--- config.mk ---
export PLATFORM = sky130hd
export DESIGN_NAME = map_ram_writer
export DESIGN_NICKNAME = d
export VERILOG_FILES = /design/src/rtl/map_pkg.sv /design/src/rtl/spi_sync_edge.sv /design/src/rtl/map_ram_writer.sv
export SDC_FILE = /design/constraint.sdc
export NUM_CORES = 1
export LEC_CHECK = 0
export CELL_PAD_IN_SITES_DETAIL_PLACEMENT = 2
export CELL_PAD_IN_SITES_GLOBAL_PLACEMENT = 2
export CORE_ASPECT_RATIO = 1.2
export CORE_UTILIZATION = 43
export DETAILED_ROUTE_END_ITERATION = 10
export PLACE_DENSITY_LB_ADDON = 0.1
export SKIP_CTS_REPAIR_TIMING = 1
export SLEW_MARGIN = 20
export SYNTH_ARGS = -nofsm -noshare
export SYNTH_HDL_FRONTEND = slang
export SYNTH_SLANG_ARGS = --single-unit
--- constraint.sdc ---
create_clock -name clk -period 5.2 [get_ports clk]
set_clock_uncertainty 0.15 [all_clocks]
set_input_delay 0.78 -clock clk [delete_from_list [all_inputs] [get_ports clk]]
set_output_delay 0.78 -clock clk [all_outputs]
set_load 0.1 [all_outputs]
--- src/rtl/map_pkg.sv ---
// Shared map definitions: cell value constants and the writer FSM state encoding.
package map_pkg;

    localparam logic [1:0] MAP_EMPTY  = 2'b00;
    localparam logic [1:0] MAP_WALL_A = 2'b01;
    localparam logic [1:0] MAP_WALL_B = 2'b10;
    localparam logic [1:0] MAP_WALL_C = 2'b11;

    typedef enum logic [2:0] {
        ST_CLEAR = 3'd0,
        ST_IDLE  = 3'd1,
        ST_ADDR  = 3'd2,
        ST_DATA  = 3'd3,
        ST_SKIP  = 3'd4
    } wr_state_e;

endpackage

--- src/rtl/spi_sync_edge.sv ---
// Brings the serial link into the clk domain with 2-flop synchronizers and derives
// the sclk-rise and ss_n-fall strobes from a third history flop.
module spi_sync_edge (
    input  logic clk,
    input  logic reset,
    input  logic i_sclk,
    input  logic i_mosi,
    input  logic i_ss_n,
    output logic o_mosi,
    output logic o_ss_n,
    output logic o_sclk_rise,
    output logic o_ss_fall
);

    logic [2:0] sclk_q, sclk_d;
    logic [1:0] mosi_q, mosi_d;
    logic [2:0] ss_q, ss_d;

    always_comb begin
        sclk_d = {sclk_q[1:0], i_sclk};
        mosi_d = {mosi_q[0], i_mosi};
        ss_d   = {ss_q[1:0], i_ss_n};
    end

    // ss_n history resets high so a reset never looks like a frame start
    always_ff @(posedge clk) begin
        if (reset) begin
            sclk_q <= 3'b000;
            mosi_q <= 2'b00;
            ss_q   <= 3'b111;
        end else begin
            sclk_q <= sclk_d;
            mosi_q <= mosi_d;
            ss_q   <= ss_d;
        end
    end

    assign o_mosi      = mosi_q[1];
    assign o_ss_n      = ss_q[1];
    assign o_sclk_rise = sclk_q[1] & ~sclk_q[2];
    assign o_ss_fall   = ~ss_q[1] & ss_q[2];

endmodule

--- src/rtl/map_ram_writer.sv ---
// Host-loadable map RAM fed by a 3-wire serial link, with the tracer's combinational lookup.
// Build option MAP_RAM_BORDER_EN: the post-reset clear leaves a closed outer wall.
//
// state    | meaning
// ---------+---------------------------------------------------------------
// ST_CLEAR | sweeping every cell with its clear value, o_busy high
// ST_IDLE  | waiting for ss_n to fall
// ST_ADDR  | shifting in the row/col header, MSB first
// ST_DATA  | shifting 2-bit cells, committing one per pair, address auto-increments
// ST_SKIP  | frame was already open when the clear finished; ignored until ss_n high
module map_ram_writer
    import map_pkg::*;
#(
    parameter int MAP_WBITS = 4,
    parameter int MAP_HBITS = 4
) (
    input  logic                 clk,
    input  logic                 reset,
    input  logic                 i_sclk,
    input  logic                 i_mosi,
    input  logic                 i_ss_n,
    input  logic [MAP_WBITS-1:0] i_col,
    input  logic [MAP_HBITS-1:0] i_row,
    output logic [1:0]           o_val,
    output logic                 o_busy,
    output logic                 o_wr
);

    localparam int AW    = MAP_WBITS + MAP_HBITS;
    localparam int DEPTH = 1 << AW;
    localparam int CW    = $clog2(AW) + 1;

    logic mosi_s, ss_n_s, sclk_rise, ss_fall;

    spi_sync_edge u_sync (
        .clk         (clk),
        .reset       (reset),
        .i_sclk      (i_sclk),
        .i_mosi      (i_mosi),
        .i_ss_n      (i_ss_n),
        .o_mosi      (mosi_s),
        .o_ss_n      (ss_n_s),
        .o_sclk_rise (sclk_rise),
        .o_ss_fall   (ss_fall)
    );

    wr_state_e         state_q, state_d;
    logic [AW-1:0]     addr_q, addr_d;
    logic [CW-1:0]     bit_cnt_q, bit_cnt_d;
    logic              data_hi_q, data_hi_d;
    logic              busy_q, busy_d;
    logic              wr_q, wr_d;

    logic              ram_we;
    logic [1:0]        ram_wdata;
    logic [1:0]        clear_val;
    logic [1:0]        mem [DEPTH];

`ifdef MAP_RAM_BORDER_EN
    logic [MAP_WBITS-1:0] clr_col;
    logic [MAP_HBITS-1:0] clr_row;

    always_comb begin
        clr_col   = addr_q[MAP_WBITS-1:0];
        clr_row   = addr_q[AW-1:MAP_WBITS];
        clear_val = ((clr_col == '0) || (clr_col == '1) || (clr_row == '0) || (clr_row == '1))
                    ? MAP_WALL_A : MAP_EMPTY;
    end
`else
    assign clear_val = MAP_EMPTY;
`endif

    always_comb begin
        state_d   = state_q;
        addr_d    = addr_q;
        bit_cnt_d = bit_cnt_q;
        data_hi_d = data_hi_q;
        busy_d    = 1'b0;
        wr_d      = 1'b0;
        ram_we    = 1'b0;
        ram_wdata = clear_val;

        case (state_q)
            ST_CLEAR: begin
                ram_we = 1'b1;
                busy_d = 1'b1;
                addr_d = addr_q + AW'(1);
                if (addr_q == AW'(DEPTH - 1)) begin
                    busy_d  = 1'b0;
                    state_d = ss_n_s ? ST_IDLE : ST_SKIP;
                end
            end
            ST_IDLE: begin
                if (ss_fall) begin
                    state_d   = ST_ADDR;
                    bit_cnt_d = '0;
                end
            end
            ST_ADDR: begin
                if (ss_n_s) begin
                    state_d = ST_IDLE;
                end else if (sclk_rise) begin
                    addr_d    = {addr_q[AW-2:0], mosi_s};
                    bit_cnt_d = bit_cnt_q + CW'(1);
                    if (bit_cnt_q == CW'(AW - 1)) begin
                        state_d   = ST_DATA;
                        bit_cnt_d = '0;
                    end
                end
            end
            ST_DATA: begin
                if (ss_n_s) begin
                    state_d = ST_IDLE;
                end else if (sclk_rise) begin
                    if (bit_cnt_q == '0) begin
                        data_hi_d = mosi_s;
                        bit_cnt_d = CW'(1);
                    end else begin
                        // {row,col} increment gives col wrap into row and row wrap to 0
                        ram_we    = 1'b1;
                        ram_wdata = {data_hi_q, mosi_s};
                        wr_d      = 1'b1;
                        addr_d    = addr_q + AW'(1);
                        bit_cnt_d = '0;
                    end
                end
            end
            ST_SKIP: begin
                if (ss_n_s) state_d = ST_IDLE;
            end
            default: begin
                state_d = ST_CLEAR;
                addr_d  = '0;
                busy_d  = 1'b1;
            end
        endcase
    end

    always_ff @(posedge clk) begin
        if (reset) begin
            state_q   <= ST_CLEAR;
            addr_q    <= '0;
            bit_cnt_q <= '0;
            data_hi_q <= 1'b0;
            busy_q    <= 1'b1;
            wr_q      <= 1'b0;
        end else begin
            state_q   <= state_d;
            addr_q    <= addr_d;
            bit_cnt_q <= bit_cnt_d;
            data_hi_q <= data_hi_d;
            busy_q    <= busy_d;
            wr_q      <= wr_d;
        end
    end

    always_ff @(posedge clk) begin
        if (!reset && ram_we) mem[addr_q] <= ram_wdata;
    end

    assign o_val  = busy_q ? MAP_EMPTY : mem[{i_row, i_col}];
    assign o_busy = busy_q;
    assign o_wr   = wr_q;

endmodule
==> impl_metrics.ini, run 1 <==
[run_status]
status = completed

[synth]
synth_seq_area_share = 0.6919
synth_edf_count = 512
netlist.top_cell.by_area = edfxtp_1
post-synth-top-count-cell = edfxtp_1
synth_top_area_share = 0.6692
synth_compound_area_frac = 0.04678
synth_area_per_cell_um2 = 15.74
synth_warnings = 0
synth_mux_area_frac = 0.1282
ys_ff_latch = 538
synth_xor_xnor_area_share = 0
synth-adder-area-share = 0.003268
synthArstFlopShare = 0
synthTopCellsByArea = edfxtp_1 67%, mux4_2 8.3%, nor2_1 4.7%
ys_types = 74
synthesis.nets = 1479
synthSimpleGateAreaFrac = 0.09967
synth_area_um2 = 22970
synth_top_family_by_area = multiplexers
synthCells = 1460
synth_commonest_cells = 512 x edfxtp_1, 287 x nor2_1, 85 x mux4_2
synthFlopType = edfxtp_1

[placed_design]
place_congestion = 0.8891
place_inst = 2137
io_buffer_count = 16
place_ws_ns = 0.6834
hpwl_um = 47200
postPlaceCellArea_um2 = 23890

[floorplan]
dieArea_um2 = 54360
rows = 92
die_h_um = 255.2
coreArea_um2 = 52610
initial_core_util = 0.4367
ios = 17
fp.dieW_um = 213

[cts]
ctsHtreeMaxLevel = 2
cts_buffers = 55
path_clk_slew_ns = 0.06
worst_skew_pair.late_latency_ns = 0.62
cts_tree = built
cts_root_buf = clkbuf_16
clockBufferDepth = 3
clock_sinks = 538

[grt]
grt_max_degree = 121
grt-ovfl-total = 0
grt_pass1_wl_um = 102100
grt_pass1_vias = 14582
antenna_found_initial = 1
track_usage = 0.2662

[setup_path]
cp-start-kind = input pin
critPathMaxStageDelay_ns = 0.68
worst_ep_arrival_time_ns = 3.68
worstSetupPathType = input pin to primary output
crit_chain = clkdlybuf4s50_1 > buf_4 > nor2b_1 > buf_4 > a22oi_1 > and4_1 > nor3_1 > o2111ai_1 > o41ai_2 > buf_12
end_kind = primary output
critPathMostFrequentCell = buf_4
cp_slowest_cell = clkdlybuf4s50_1
crit_path_max_fanout = 12
cp.required_ns = 4.27

[detailed_routing]
m1WireLength_um = 28250
drt-initial-drc-count = 1146
wire_per_inst_um = 31.51
met3WireLength_um = 3381
drc = 0
top_layer_used = met5
vias_per_cell = 5.969
dr_wl_met2_um = 36510
drt_wl_total_um = 70500
antenna_left = 0
via_count = 13353
dr.pass1.iters = 5

[final_layout]
drive_gt1_frac = 0.1619
fin_util = 0.4867
fin_nets = 1509
synthToLayoutAreaGrowth_pct = 11.44
antenna_cells = 0
fillers = 4855
layout.cells.non_filler = 2237
design_area_um2 = 25600

[pwr]
finalPower_mw = 8.812
vdd_drop_max_mv = 0.2864
p_per_area_nw_per_um2 = 344.2
cellLeakagePower_nw = 8.974

[sta]
finalCriticalPeriod_ns = 4.608
worstMarginPinSlew_ns = 1.095
fin_hold_ws_ns = 0.2663
max_freq_ghz = 0.2170
rsz0062_at_grt = false
hold_violations = 0
setup_ws_ns = 0.5916
setup-tns-final_ns = 0
slew_headroom = 0.2679
min_period_over_period = 0.8862
finalSetupViolations = 0
slew_viol_final = 0

[min_path]
hp-class = register to register

[run]
max_cap_viol_count = 0
## path summary, 6_finish.rpt
kind,start,end,slack (ns),cells after the start
setup / recovery,i_col[2],o_val[0],0.59,10
hold / removal,u_sync.ss_q[0]$_SDFF_PP1_,u_sync.ss_q[1]$_SDFF_PP1_,0.27,1
setup reg to reg,u_sync.ss_q[1]$_SDFF_PP1_,mem[102][0]$_DFFE_PP_,1.46,7
hold reg to reg,u_sync.ss_q[0]$_SDFF_PP1_,u_sync.ss_q[1]$_SDFF_PP1_,0.27,1
## kinds of logic (layout without fill, tap and decap cells)
logic type | Yosys count | after routing
flops | 538 | 538
simple gates | 491 | 491
mux | 165 | 165
compound gates | 147 | 147
buf+inv | 113 | 185
fa+ha+maj | 6 | 6
## where the power goes
group          leakage (nW)  internal, mW  switching [mW]
sequential             5.89          4.68         0.00834
clock                 0.825          2.13            1.65
combinational          2.26         0.114           0.229
## layout by cell type, fill, tap and decap left out, types with 15 or more instances in the layout
cell type  instances
o21ai_0           16
mux2i_1           64
nor2_1           287
a21oi_1           19
clkinv_1          20
buf_4             54
clkbuf_16         57
nand2_1           60
o221ai_1          15
o22ai_1           23
dfxtp_1           26
nand3_1           21
edfxtp_1         512
nor3_1            17
nor2b_1           22
mux4_2            85
## area by class of cell
| type | instances | area, um2 | share of cell area |
|---|---|---|---|
| inverters | 11 | 41.29 | 0.001613 |
| clock inverters | 33 | 224.0 | 0.008748 |
| multi-input cells | 809 | 6395 | 0.2498 |
| flip-flops and latches | 538 | 15900 | 0.6209 |
| repair buffers | 75 | 703.2 | 0.02747 |
| well taps | 705 | 882.1 | 0.03446 |
| clock buffers | 66 | 1460 | 0.05704 |
## worst max-delay path, delay by kind of cell
kind	cells	cell delay [ns]
buffers and inverters	4	1.45
AND/OR/NAND/NOR	3	0.70
AO/OA/AOI/OAI	3	0.72
## registers in the layout, summed over array words and instances, names as in the netlist
| signal | flops |
|---|---|
| mem | 512 |
| o_wr | 1 |
| u_sync.ss_q | 3 |
| data_hi_q | 1 |
| state_q | 3 |
| addr_q | 8 |
| o_busy | 1 |
| bit_cnt_q | 4 |
| u_sync.sclk_q | 3 |
| u_sync.mosi_q | 2 |
## metal layers
| metal | vias to the layer above | global-route usage |
|---|---|---|
| met3 | 133 | 0.04319 |
| li1 | 5755 | - |
| met4 | 2 | 0.09003 |
| met1 | 7098 | 0.3308 |
| met2 | 365 | 0.4705 |
| met5 | - | 0 |
Power figures use the tool's default switching activity.
==> run 2: changes to the inputs <==
- CORE_ASPECT_RATIO: 1.2 -> unset
- CORE_UTILIZATION: 43 -> 45
- CTS_BUF_LIST: unset -> sky130_fd_sc_hd__clkbuf_8
- CTS_CLUSTER_DIAMETER: unset -> 60
==> run 2 against run 1 <==
Non-clock buffer count unchanged. Critical path depth is 1 lower. Worst setup slack got worse by 0.11 ns. Combinational power barely moved.
==> impl_metrics.ini, run 2 (synthesized netlist as in run 1, its figures left out) <==
[pwr]
p_per_area_nw_per_um2 = 334.1
vdd_drop_max_mv = 0.3223
cellLeakagePower_nw = 9.130

[run]
max_cap_viol_count = 0

[grt]
grt_pass1_vias = 14970
track_usage = 0.2745
grt-ovfl-total = 0
antenna_found_initial = 2
grt_pass1_wl_um = 103600
grt_max_degree = 99

[detailed_routing]
drt_wl_total_um = 69890
wire_per_inst_um = 30.78
via_count = 13692
vias_per_cell = 6.029
drc = 0
antenna_left = 0
drt-initial-drc-count = 1117
dr.pass1.iters = 5

[final_layout]
drive_gt1_frac = 0.1771
fin_util = 0.5080
final_cell_mix = 512 x edfxtp_1, 287 x nor2_1, 96 x clkbuf_8
regMostFlops = mem
synthToLayoutAreaGrowth_pct = 11.16
largest_reg_flops = 512
fillers = 4648
final_common_cell = edfxtp_1
fin_nets = 1546
top_regs = mem x512, addr_q x8, bit_cnt_q x4

[sta]
max_freq_ghz = 0.2117
finalCriticalPeriod_ns = 4.723
min_period_over_period = 0.9083
rsz0062_at_grt = false
worstMarginPinSlew_ns = 1.025
setup-tns-final_ns = 0
slew_headroom = 0.3147
hold_violations = 0
fin_hold_ws_ns = 0.2640
slew_viol_final = 0
finalSetupViolations = 0

[setup_path]
crit_chain = clkdlybuf4s50_1 > buf_12 > or3b_1 > o22a_1 > and4_1 > nor3_1 > o2111ai_1 > o41ai_2 > buf_12
cp_slowest_cell = o41ai_2
worst_ep_arrival_time_ns = 3.79
cp-start-kind = input pin
critPathMaxStageDelay_ns = 0.58
end_kind = primary output
crit_path_max_fanout = 32
timing.rr.end = mem[209][0]$_DFFE_PP_
path_buf_inv = 3
reg2reg_from = u_sync.ss_q[1]$_SDFF_PP1_
critical-path-top-delay-family = compound AO/OA/AOI/OAI gates
rr_worst_depth = 7
worstSetupPathType = input pin to primary output
reg2reg_slack_ns = 1.33
critPathMostFrequentCell = buf_12
cp.required_ns = 4.27

[placed_design]
place_congestion = 0.8424
hpwl_um = 45680
io_buffer_count = 16

[min_path]
min_from = u_sync.ss_q[0]$_SDFF_PP1_
whs_path_depth = 1
worst_hold_path.endpoint = u_sync.ss_q[1]$_SDFF_PP1_
hp-class = register to register

[cts]
ctsHtreeMaxLevel = 3
clockBufferDepth = 3
cts_buffers = 92
clock_sinks = 538
cts_tree = built
path_clk_slew_ns = 0.06
cts_root_buf = clkbuf_8
worst_skew_pair.late_latency_ns = 0.68

[floorplan]
initial_core_util = 0.4570
coreArea_um2 = 50270
die_h_um = 227.9
ios = 17
fp.dieW_um = 227.9
dieArea_um2 = 51960
rows = 82

[run_status]
status = completed
## run 2: cell types whose count changed in the layout (fill, tap and decap cells not counted)
| cell | previous run | this run |
|---|---|---|
| bufinv_16 | 3 | 1 |
| buf_12 | 7 | 9 |
| clkinv_1 | 20 | 24 |
| clkinvlp_2 | 1 | 0 |
| clkbuf_16 | 57 | 0 |
| clkbuf_1 | 9 | 0 |
| inv_6 | 1 | 3 |
| nand2_1 | 60 | 59 |
| clkinv_2 | 8 | 4 |
| buf_4 | 54 | 52 |
| clkbuf_8 | 0 | 96 |
| inv_1 | 10 | 47 |
| nand2_2 | 1 | 2 |
| diode_2 | 0 | 1 |
## run 2: worst max-delay path by stage
| stage | startpoint | end | slack [ns] | cells after the start |
|---|---|---|---|---|
| after floorplan | i_col[0] | o_val[0] | 0.50 | 10 |
| after global placement | i_col[2] | o_val[0] | 0.49 | 9 |
| after detailed placement | i_col[0] | o_val[1] | 0.51 | 10 |
| after CTS | i_col[2] | o_val[0] | 0.48 | 9 |
| after global routing | i_col[0] | o_val[1] | 0.33 | 10 |
| final | i_col[2] | o_val[0] | 0.48 | 9 |
## run 2: final cells by class
| class | count | area (um2) | share of cell area |
|---|---|---|---|
| antenna | 1 | 2.502 | 0.00009799 |
| clock buffer | 96 | 1321 | 0.05174 |
| clock inverter | 69 | 310.3 | 0.01215 |
| inverter | 11 | 41.29 | 0.001617 |
| multi-input combinational | 809 | 6397 | 0.2505 |
| sequential | 538 | 15900 | 0.6224 |
| tap | 672 | 840.8 | 0.03293 |
| timing repair buffer | 75 | 728.2 | 0.02852 |
## run 2: through the flow
stage | setup WS (ns) | cells | area [um2] | power [mW]
after CTS | 0.4848 | 2269 | 25500 | 8.614
after global placement | 0.4883 | 2104 | 23870 | 5.115
after detailed placement | 0.5083 | 2104 | 23870 | 5.121
after floorplan | 0.4968 | 1460 | 22980 | 4.996
final | 0.4766 | 2271 | 25540 | 8.533
after global routing | 0.3338 | 2271 | 25540 | 8.805
## run 2: layer usage
metal,track usage,vias up,wire length (um)
met1,0.3658,7302,29100
met5,0,-,0
li1,-,5827,-
met4,0.09018,0,1951
met3,0.04313,122,3500
met2,0.4615,441,35340
## run 2: worst reg2reg max path, stage by stage (launching register included)
cell and delay [ns]:
dfxtp_1 0.40, or3b_4 0.43, nor2_2 0.17, nand2_1 0.15
a21oi_4 0.57, buf_4 0.33, nand4_1 0.79, nor2_1 0.52
## run 2: where the power goes
part           leakage (nW)  switching, mW  internal (mW)  total (mW)
Combinational          2.27          0.231          0.114       0.344
Clock                 0.971           1.75           1.75        3.50
Sequential             5.89         0.0105           4.68        4.69
